[src/rtl/mux_gate_arbiter_if.sv]
// rtl/mux_gate_arbiter_if.sv - request/operand/grant/result bundle for mux_gate_arbiter
interface mux_gate_arbiter_if #(
   parameter int NUM_REQ = 4,
   parameter int WIDTH   = 8
);
   localparam int ID_W = $clog2(NUM_REQ);

   logic [NUM_REQ-1:0]       req;
   logic [NUM_REQ*WIDTH-1:0] op_a;
   logic [NUM_REQ*WIDTH-1:0] op_b;
   logic [NUM_REQ-1:0]       op_sel;
   logic [NUM_REQ-1:0]       grant;
   logic                     busy;
   logic                     done;
   logic [ID_W-1:0]          done_id;
   logic [WIDTH-1:0]         result;

   modport slave (
      input  req, op_a, op_b, op_sel,
      output grant, busy, done, done_id, result
   );

   modport master (
      output req, op_a, op_b, op_sel,
      input  grant, busy, done, done_id, result
   );
endinterface

[src/rtl/mux_2_1.sv]
// rtl/mux_2_1.sv - 2:1 multiplexer primitive, the only gate the bit-serial slice is built from
module mux_2_1 (
   input  logic d0_i,
   input  logic d1_i,
   input  logic s_i,
   output logic y_o
);
   assign y_o = s_i ? d1_i : d0_i;
endmodule

[src/rtl/mux_gate_arbiter.sv]
// rtl/mux_gate_arbiter.sv - round-robin arbiter sharing one bit-serial XOR/XNOR mux slice
// Winner's operands are latched and shifted LSB-first; result is returned with a one-cycle done.
module mux_gate_arbiter #(
   parameter int NUM_REQ = 4,
   parameter int WIDTH   = 8
) (
   input  logic                 clk,
   input  logic                 rst_n,
   mux_gate_arbiter_if.slave    bus
);
   localparam int ID_W  = $clog2(NUM_REQ);
   localparam int CNT_W = (WIDTH > 1) ? $clog2(WIDTH) : 1;
   localparam logic [CNT_W-1:0]   CNT_LAST = CNT_W'(WIDTH - 1);
   localparam logic [ID_W-1:0]    PTR_RST  = ID_W'(NUM_REQ - 1);
   localparam logic [NUM_REQ-1:0] ONE_HOT0 = {{(NUM_REQ-1){1'b0}}, 1'b1};

   typedef enum logic [1:0] {
      S_IDLE,
      S_SHIFT,
      S_DONE
   } state_e;

   state_e             state_q, state_d;
   logic [NUM_REQ-1:0] grant_q, grant_d;
   logic [ID_W-1:0]    ptr_q, ptr_d;
   logic [ID_W-1:0]    done_id_q, done_id_d;
   logic [WIDTH-1:0]   a_sh_q, a_sh_d;
   logic [WIDTH-1:0]   b_sh_q, b_sh_d;
   logic [WIDTH-1:0]   acc_q, acc_d;
   logic [WIDTH-1:0]   result_q, result_d;
   logic               sel_q, sel_d;
   logic [CNT_W-1:0]   cnt_q, cnt_d;

   logic [ID_W-1:0]    winner;
   logic [ID_W-1:0]    idx;
   logic               winner_vld;
   logic               b_n;
   logic               bit_a0;
   logic               bit_a1;
   logic               slice_bit;

   // Slice: inverter mux, polarity muxes for a=0 / a=1, then a selects between them.
   mux_2_1 u_inv  (.d0_i(1'b1),      .d1_i(1'b0),      .s_i(b_sh_q[0]), .y_o(b_n));
   mux_2_1 u_pol0 (.d0_i(b_sh_q[0]), .d1_i(b_n),       .s_i(sel_q),     .y_o(bit_a0));
   mux_2_1 u_pol1 (.d0_i(b_n),       .d1_i(b_sh_q[0]), .s_i(sel_q),     .y_o(bit_a1));
   mux_2_1 u_xsel (.d0_i(bit_a0),    .d1_i(bit_a1),    .s_i(a_sh_q[0]), .y_o(slice_bit));

   // Descending scan so the closest set bit after ptr is the last (winning) assignment.
   always_comb begin
      winner     = '0;
      winner_vld = 1'b0;
      idx        = '0;
      for (int k = NUM_REQ; k >= 1; k--) begin
         idx = ID_W'((int'(ptr_q) + k) % NUM_REQ);
         if (bus.req[idx]) begin
            winner     = idx;
            winner_vld = 1'b1;
         end
      end
   end

   always_comb begin
      state_d   = state_q;
      grant_d   = grant_q;
      ptr_d     = ptr_q;
      done_id_d = done_id_q;
      a_sh_d    = a_sh_q;
      b_sh_d    = b_sh_q;
      acc_d     = acc_q;
      result_d  = result_q;
      sel_d     = sel_q;
      cnt_d     = cnt_q;
      case (state_q)
         S_IDLE: begin
            grant_d = '0;
            if (winner_vld) begin
               grant_d = ONE_HOT0 << winner;
               ptr_d   = winner;
               a_sh_d  = bus.op_a[int'(winner)*WIDTH +: WIDTH];
               b_sh_d  = bus.op_b[int'(winner)*WIDTH +: WIDTH];
               sel_d   = bus.op_sel[winner];
               cnt_d   = '0;
               state_d = S_SHIFT;
            end
         end
         S_SHIFT: begin
            a_sh_d            = a_sh_q >> 1;
            b_sh_d            = b_sh_q >> 1;
            acc_d             = acc_q >> 1;
            acc_d[WIDTH-1]    = slice_bit;
            cnt_d             = cnt_q + 1'b1;
            if (cnt_q == CNT_LAST) begin
               result_d  = acc_d;
               done_id_d = ptr_q;
               state_d   = S_DONE;
            end
         end
         S_DONE: begin
            grant_d = '0;
            state_d = S_IDLE;
         end
         default: begin
            grant_d = '0;
            state_d = S_IDLE;
         end
      endcase
   end

   always_ff @(posedge clk or negedge rst_n) begin
      if (!rst_n) begin
         state_q   <= S_IDLE;
         grant_q   <= '0;
         ptr_q     <= PTR_RST;
         done_id_q <= '0;
         a_sh_q    <= '0;
         b_sh_q    <= '0;
         acc_q     <= '0;
         result_q  <= '0;
         sel_q     <= 1'b0;
         cnt_q     <= '0;
      end else begin
         state_q   <= state_d;
         grant_q   <= grant_d;
         ptr_q     <= ptr_d;
         done_id_q <= done_id_d;
         a_sh_q    <= a_sh_d;
         b_sh_q    <= b_sh_d;
         acc_q     <= acc_d;
         result_q  <= result_d;
         sel_q     <= sel_d;
         cnt_q     <= cnt_d;
      end
   end

   assign bus.grant   = grant_q;
   assign bus.busy    = (state_q != S_IDLE);
   assign bus.done    = (state_q == S_DONE);
   assign bus.done_id = done_id_q;
   assign bus.result  = result_q;
endmodule

[src/flat_wrapper.sv]
// flat-port wrapper written by rule: the top's interface ports become plain ports
module mux_gate_arbiter_flat 
#(
   parameter int NUM_REQ = 4,
   parameter int WIDTH   = 8
)
  (clk, rst_n, bus_req, bus_op_a, bus_op_b, bus_op_sel, bus_grant, bus_busy, bus_done, bus_done_id, bus_result);
  mux_gate_arbiter_if #(.NUM_REQ(NUM_REQ), .WIDTH(WIDTH)) bus_i ();
  input  logic clk;
  input  logic rst_n;
  input wire logic [$bits(bus_i.req)-1:0] bus_req;
  input wire logic [$bits(bus_i.op_a)-1:0] bus_op_a;
  input wire logic [$bits(bus_i.op_b)-1:0] bus_op_b;
  input wire logic [$bits(bus_i.op_sel)-1:0] bus_op_sel;
  output wire logic [$bits(bus_i.grant)-1:0] bus_grant;
  output wire logic [$bits(bus_i.busy)-1:0] bus_busy;
  output wire logic [$bits(bus_i.done)-1:0] bus_done;
  output wire logic [$bits(bus_i.done_id)-1:0] bus_done_id;
  output wire logic [$bits(bus_i.result)-1:0] bus_result;
  assign bus_i.req = bus_req;
  assign bus_i.op_a = bus_op_a;
  assign bus_i.op_b = bus_op_b;
  assign bus_i.op_sel = bus_op_sel;
  assign bus_grant = bus_i.grant;
  assign bus_busy = bus_i.busy;
  assign bus_done = bus_i.done;
  assign bus_done_id = bus_i.done_id;
  assign bus_result = bus_i.result;
  mux_gate_arbiter #(.NUM_REQ(NUM_REQ), .WIDTH(WIDTH)) u_core (.clk(clk), .rst_n(rst_n), .bus(bus_i));
endmodule
[config.mk]
export PLATFORM = sky130hd
export DESIGN_NAME = mux_gate_arbiter_flat
export DESIGN_NICKNAME = d
export VERILOG_FILES = /design/src/rtl/mux_gate_arbiter_if.sv /design/src/rtl/mux_2_1.sv /design/src/rtl/mux_gate_arbiter.sv /design/src/flat_wrapper.sv
export SDC_FILE = /design/constraint.sdc
export NUM_CORES = 1
export LEC_CHECK = 0
export CORE_MARGIN = 2
export CORE_UTILIZATION = 40
export CTS_CLUSTER_SIZE = 28
export DETAILED_ROUTE_END_ITERATION = 8
export PLACE_DENSITY = 0.74
export SLEW_MARGIN = 10
export SYNTH_ARGS = -nofsm -noshare
export SYNTH_HDL_FRONTEND = slang
export SYNTH_SLANG_ARGS = --single-unit
[constraint.sdc]
create_clock -name clk -period 1.8 [get_ports clk]
set_input_delay 0.27 -clock clk [delete_from_list [all_inputs] [get_ports clk]]
set_output_delay 0.27 -clock clk [all_outputs]
set_load 0.005 [all_outputs]
# Yosys cells after proc, flatten, opt, wreduce, memory -nomap -nowiden
# Index checks and enable logic that the tools add are counted.
# totals
wordCells,68
input_bits,74
regBits,46
# classes
muxes,33
reduce_logical,7
addsub,5
n_eq_ne,5
shift,3
order_cmp,5
# ops
cell,count
$shiftx A32 B6 Y8,2
$pmux W8 S2,2
$mux W8,2
$lt A2 B3 Y1 const B,5
$mux W1,13
$mux W2,6
$bmux W1 S2,5
$pmux W4 S2,1
$reduce_and A2 Y1,4
$pmux W3 S2,1
$add A2 B1 Y2 const B,2
$add A2 B2 Y2 const B,2
$mux W4,1
$ne A2 B1 Y1 const B,2
$pmux W2 S2,1
$reduce_bool A2 Y1,2
$shl A1 B2 Y4 const A,1
$add A3 B1 Y3 const B,1
$eq A3 B3 Y1 const B,1
$mux W3,1
$eq A2 B1 Y1 const B,1
$eq A2 B2 Y1 const B,1
$logic_not A2 Y1,1

# Depth between registers and ports, before layout
# logic_depth
word_depth,10
ltp_mapped,7
depth_no_buf,5

# By module
# From an unflattened synthesis, not the netlist that was laid out.
# hier_totals
hier_cells,266
area_unflattened_um2,2615.0
# modules_own_cells
mod,cells_per_inst,area_each_um2,instances,seq_area_each_um2
mux_gate_arbiter,262,2555.0,1,1128.6
mux_2_1,1,15.0,4,0.0

# Worst setup path after synthesis
# Ideal clock, no wire load.
# synth_path
path_kind,flip-flop to flip-flop
startpoint,register u_core.ptr_q[0]
endpoint,register u_core.sel_q
arrival_ns,1.735
setup_ns,0.123
setup_slack_ns,-0.058
period_less_slack_ns,1.858
path_stages_with_launch,6
required_ns,1.677
cell_sequence,dfstp_2 -> and2b_1 -> o21ai_2 -> and3_1 -> mux2_2 -> o221a_2
# synth_between
elab_chain_cells,9
word_cells_on_any_way,23
classes_between,4 x add/sub; 18 x mux; 1 x reduce/logical
# synth_lines
element,line_no,rtl
from (decl),mux_gate_arbiter.sv:25,"logic [ID_W-1:0] ptr_q, ptr_d;"
from (signal assigned),mux_gate_arbiter.sv:124,ptr_q <= ptr_d;
$add A2 B1 Y2,mux_gate_arbiter.sv:54,idx = ID_W'((int'(ptr_q) + k) % NUM_REQ);
$bmux W1 S2,mux_gate_arbiter.sv:55,if (bus.req[idx]) begin
$mux W1 (not written as such),mux_gate_arbiter.sv:55,
$mux W2 (4 in series),mux_gate_arbiter.sv:55,
$bmux W1 S2,mux_gate_arbiter.sv:81,sel_d = bus.op_sel[winner];
$mux W1 (not written as such),mux_gate_arbiter.sv:81,
to (signal assigned),mux_gate_arbiter.sv:130,sel_q <= sel_d;
to (decl),mux_gate_arbiter.sv:31,"logic sel_q, sel_d;"
# Several ways; a longest one is shown, not always the timed one. The select of a mux whose other input is x is not followed.
# A chain may end at the register's enable or synchronous reset.

# Worst setup path after layout
# layout_path
startpoint,register u_core.ptr_q[0]
endpoint,register u_core.a_sh_q[4]
# layout_between
elab_chain_cells,10
word_cells_on_any_way,25
classes_between,4 x add/sub; 1 x eq/ne; 1 x shift; 18 x mux; 1 x reduce/logical
# layout_lines
element,line_no,rtl
$add A2 B1 Y2,mux_gate_arbiter.sv:54,
$bmux W1 S2,mux_gate_arbiter.sv:55,
$mux W1 (not written as such),mux_gate_arbiter.sv:55,
$mux W2 (4 in series),mux_gate_arbiter.sv:55,
$shiftx A32 B6 Y8,mux_gate_arbiter.sv:79,a_sh_d = bus.op_a[int'(winner)*WIDTH +: WIDTH];
$mux W8,mux_gate_arbiter.sv:76,if (winner_vld) begin
$pmux W8 S2,mux_gate_arbiter.sv:73,case (state_q)
to (signal assigned),mux_gate_arbiter.sv:126,a_sh_q <= a_sh_d;
to (decl),mux_gate_arbiter.sv:27,"logic [WIDTH-1:0] a_sh_q, a_sh_d;"
# Several ways; a longest one is shown, not always the timed one. The select of a mux whose other input is x is not followed.

==> qor.yml <==
via_count: 2894
clock_latency_ns: 0.31
gp_routability_congestion: 0.8427
top_level_ports: 90
yosys_warnings: 0
total_gr_overflow: 0
critical_path_required_ns: 2.03
end_kind: "flop"
worst_setup_hold_path_clk_slew_ns: 0.09
layout_setup_ws_ns: -0.1871
postRouteWirelength_microns: 8998
worst_path_max_delay_cell: "dfstp_2"
clock_tree.htree_level_count: 2
rsz0062_at_grt: "true"
worstSetupPathDepth: 7
fmaxAchievable_mhz: 503.3
leakagePower_nw: 1.838
synth.avg_cell_area_sq_um: 8.593
finish.utilization_pct: 67.66
cts_hold_buf: 0
post-place-cells: 492
synth_edf_count: 0
post_synthesis_sequential_element_count: 45
route.detailed.wl_per_inst_microns: 17.61
capture_point_of_the_critical_path: "u_core.a_sh_q[4]"
fillCellCount: 494
clock_tree_from_tritoncts: "built"
area_of_the_die_sq_um: 7351
timing.critical_path.slowest_cell_delay_ns: 0.56
first_pass_grt_wire_length_microns: 13120
cell_type_group_with_the_largest_total_delay_on_the_critical_path: "compound AO/OA/AOI/OAI gates"
crit_type: "reg -> reg"
final-hold-violation-count: 0
r2r_start: "u_core.ptr_q[0]"
crit_path_cell_trace: "and2b_2, o211ai_4, buf_12, clkbuf_16, nor3_2, o31ai_1, a32o_1"
max-clock-path-buffers: 2
violated_checks: "DRC, setup timing"
floorplan.die.width_microns: 85.74
dpl_cell_area_sq_um: 3875
postSynthNetCount: 387
layout-area-overhead-vs-synth_pct: 62.59
critical_path.max_fanout: 7
synth.yosys.seq_area_share_pct: 42.23
yosysUniqueCellTypes: 44
final_net_count: 509
setup_violations: 16
stdcell_count: 511
reg2reg_depth: 7
chipHeight_microns: 85.74
synth-async-reset-ratio_pct: 100.0
cts_made_buffers: 5
max_slew_violation_count: 0
multiInputGateArea_sq_um: 1593
tightestPinTransition_ns: 0.5769
totalNegativeSetupSlack_ns: -1.045
fin_area_sq_um: 4345
timing.rr.end: "u_core.a_sh_q[4]"
grt_max_degree: 46
place_hpwl_microns: 6052
drive_gt1_share_pct: 21.89
skew_ns: 0.01116
globalRouteTotalUtil_pct: 22.29
first_global_vias: 2816
result_of_the_run: "complete, but fails checks"
post_synthesis_cell_count: 311
drt_pass1_iterations: 7
regToRegSetupSlack_ns: -0.19
power_per_cell_area_nw_per_um2: 1453
residual_antenna_violating_net_count_after_detailed_routing: 0
final-seq-area_sq_um: 1129
layout_worst_path_cycle_share_pct: 110.4
worst_ep_arrival_time_ns: 2.22
min-delay-path-class: "in -> async"
number_of_buffer_cells_added_on_primary_ports: 89
cp-start-kind: "flop"
pre_cts_slack_ns: -0.3969
period_needed_ns: 1.987
detail_route.iter0.violations: 150
clock_tree.root_cell: "clkbuf_8"
yosys_most_used_dff: "dfrtp_1"
antenna_cells: 0
cts_sinks: 45
drc_errors: 3
antenna_found_initial: 0
syn-cell-area_sq_um: 2673
worst_ir_drop_vdd_mv: 0.6582
maxCapViolations: 0
rows: 29
critical_path.n_buffers_inverters: 2
start_util_pct: 41.61
startpoint: "u_core.ptr_q[0]"
placeableCoreArea_sq_um: 6422
drt-vias-per-instance: 5.663
remaining_max_slew_budget_at_the_tightest_pin_pct: 61.54
==> area by class of cell <==
class | count | area share [%]
flip-flops and latches | 45 | 25.97
clock buffers | 5 | 1.584
multi-input cells | 243 | 36.65
repair buffers | 134 | 32.16
well taps | 77 | 2.217
clock inverters | 3 | 1.065
inverters | 4 | 0.3455
==> where the power goes <==
group | internal [mW] | switching [mW]
Clock | 0.416 | 0.373
Sequential | 1.50 | 0.307
Combinational | 2.02 | 1.69
Total | 3.94 | 2.37
==> timing repair <==
action,4_1_cts,5_1_grt
gates resized for setup,12,30
pin swaps,5,14
gates cloned,0,5
setup buffers,1,5
setup endpoints to repair,16,24
==> synth_stat cells, drive strengths merged (3+ instances only) <==
cell type / count / area [sq um]
nand2: 95 / 356.6
nand3: 29 / 145.1
a32o: 12 / 120.1
nor3: 24 / 130.1
o31ai: 12 / 90.09
or2: 3 / 18.77
dfrtp: 43 / 1076
nand2b: 4 / 25.02
a31oi: 3 / 18.77
o211ai: 3 / 27.52
inv: 4 / 15.01
o21ai: 13 / 68.82
clkbuf: 5 / 18.77
nor2: 4 / 15.01
mux2i: 5 / 50.05
buf: 14 / 102.6
mux2: 12 / 135.1
==> worst reg2reg max path: stages, from the launching register on <==
cell       delay [ns]
dfstp_2          0.56
and2b_2          0.26
o211ai_4         0.21
buf_12           0.16
clkbuf_16        0.14
nor3_2           0.03
o31ai_1          0.32
a32o_1           0.24
==> cells in the final DEF (no fill, tap or decap), types with 3 or more instances in the layout <==
cell             Yosys  routed
nor3_1              22       8
mux2_1               7       7
a32o_1              12      11
clkdlybuf4s50_1      0      86
buf_12               0       7
clkbuf_8             0       5
o21ai_1              4       3
buf_6                5       3
o21ai_0              8       8
inv_1                4       4
mux2i_1              5       3
nand3_1             29      28
buf_4                1      31
nand2_1             95      95
mux2_2               5       3
o31ai_1             12      12
clkbuf_16            0       4
nand2b_1             4       4
nor3_2               2      16
dfrtp_1             43      43
==> state kept, by name, summed over array words and instances (netlist names) <==
signal              cells
u_core.sel_q            1
u_core.a_sh_q           8
u_core.bus.result       8
u_core.bus.done_id      2
u_core.ptr_q            2
u_core.state_q          2
u_core.b_sh_q           8
u_core.bus.grant        4
u_core.acc_q            7
u_core.cnt_q            3
==> layer usage <==
metal  vias to the layer above  GRT usage [%]  routed length [microns]
met5                         -              0                        0
met4                         0          7.792                      133
met3                        10          2.887                      500
met2                       103          37.86                     4682
met1                      1420          29.34                     3682
li1                       1361              -                        -
==> worst min-delay path by stage <==
stage	start	to	slack, ns	cells after the start
6_report	rst_n	u_core.bus.result[0]	0.03	2
5_1_grt	rst_n	u_core.bus.grant[0]	0.1	2
4_1_cts	rst_n	u_core.acc_q[2]	0.07	2
3_5_place_dp	rst_n	u_core.bus.result[0]	0.39	2
3_3_place_gp	rst_n	u_core.bus.result[0]	0.39	2
2_1_floorplan	rst_n	u_core.a_sh_q[0]	-0.03	0
==> metrics by stage <==
stage / total power [mW] / hold WS [ns]
after floorplan: 3.508 / -0.02559
after global placement: 4.767 / 0.3883
after detailed placement: 4.903 / 0.3895
after CTS: 5.789 / 0.06540
after global routing: 6.712 / 0.09590
final: 6.314 / 0.02713
==> logic make-up (layout without fill, tap and decap cells) <==
group | after synthesis | in the layout | synth area share [%]
XOR/XNOR | 2 | 2 | 0.6556
buffers and inverters | 23 | 146 | 5.103
multiplexers | 17 | 17 | 6.929
flip-flops | 45 | 45 | 42.23
adder cells (fa/ha/maj) | 2 | 2 | 0.9362
AO/OA/AOI/OAI | 53 | 53 | 15.50
AND/OR/NAND/NOR | 169 | 169 | 28.65
No activity file was read; power rests on OpenSTA's default activity.
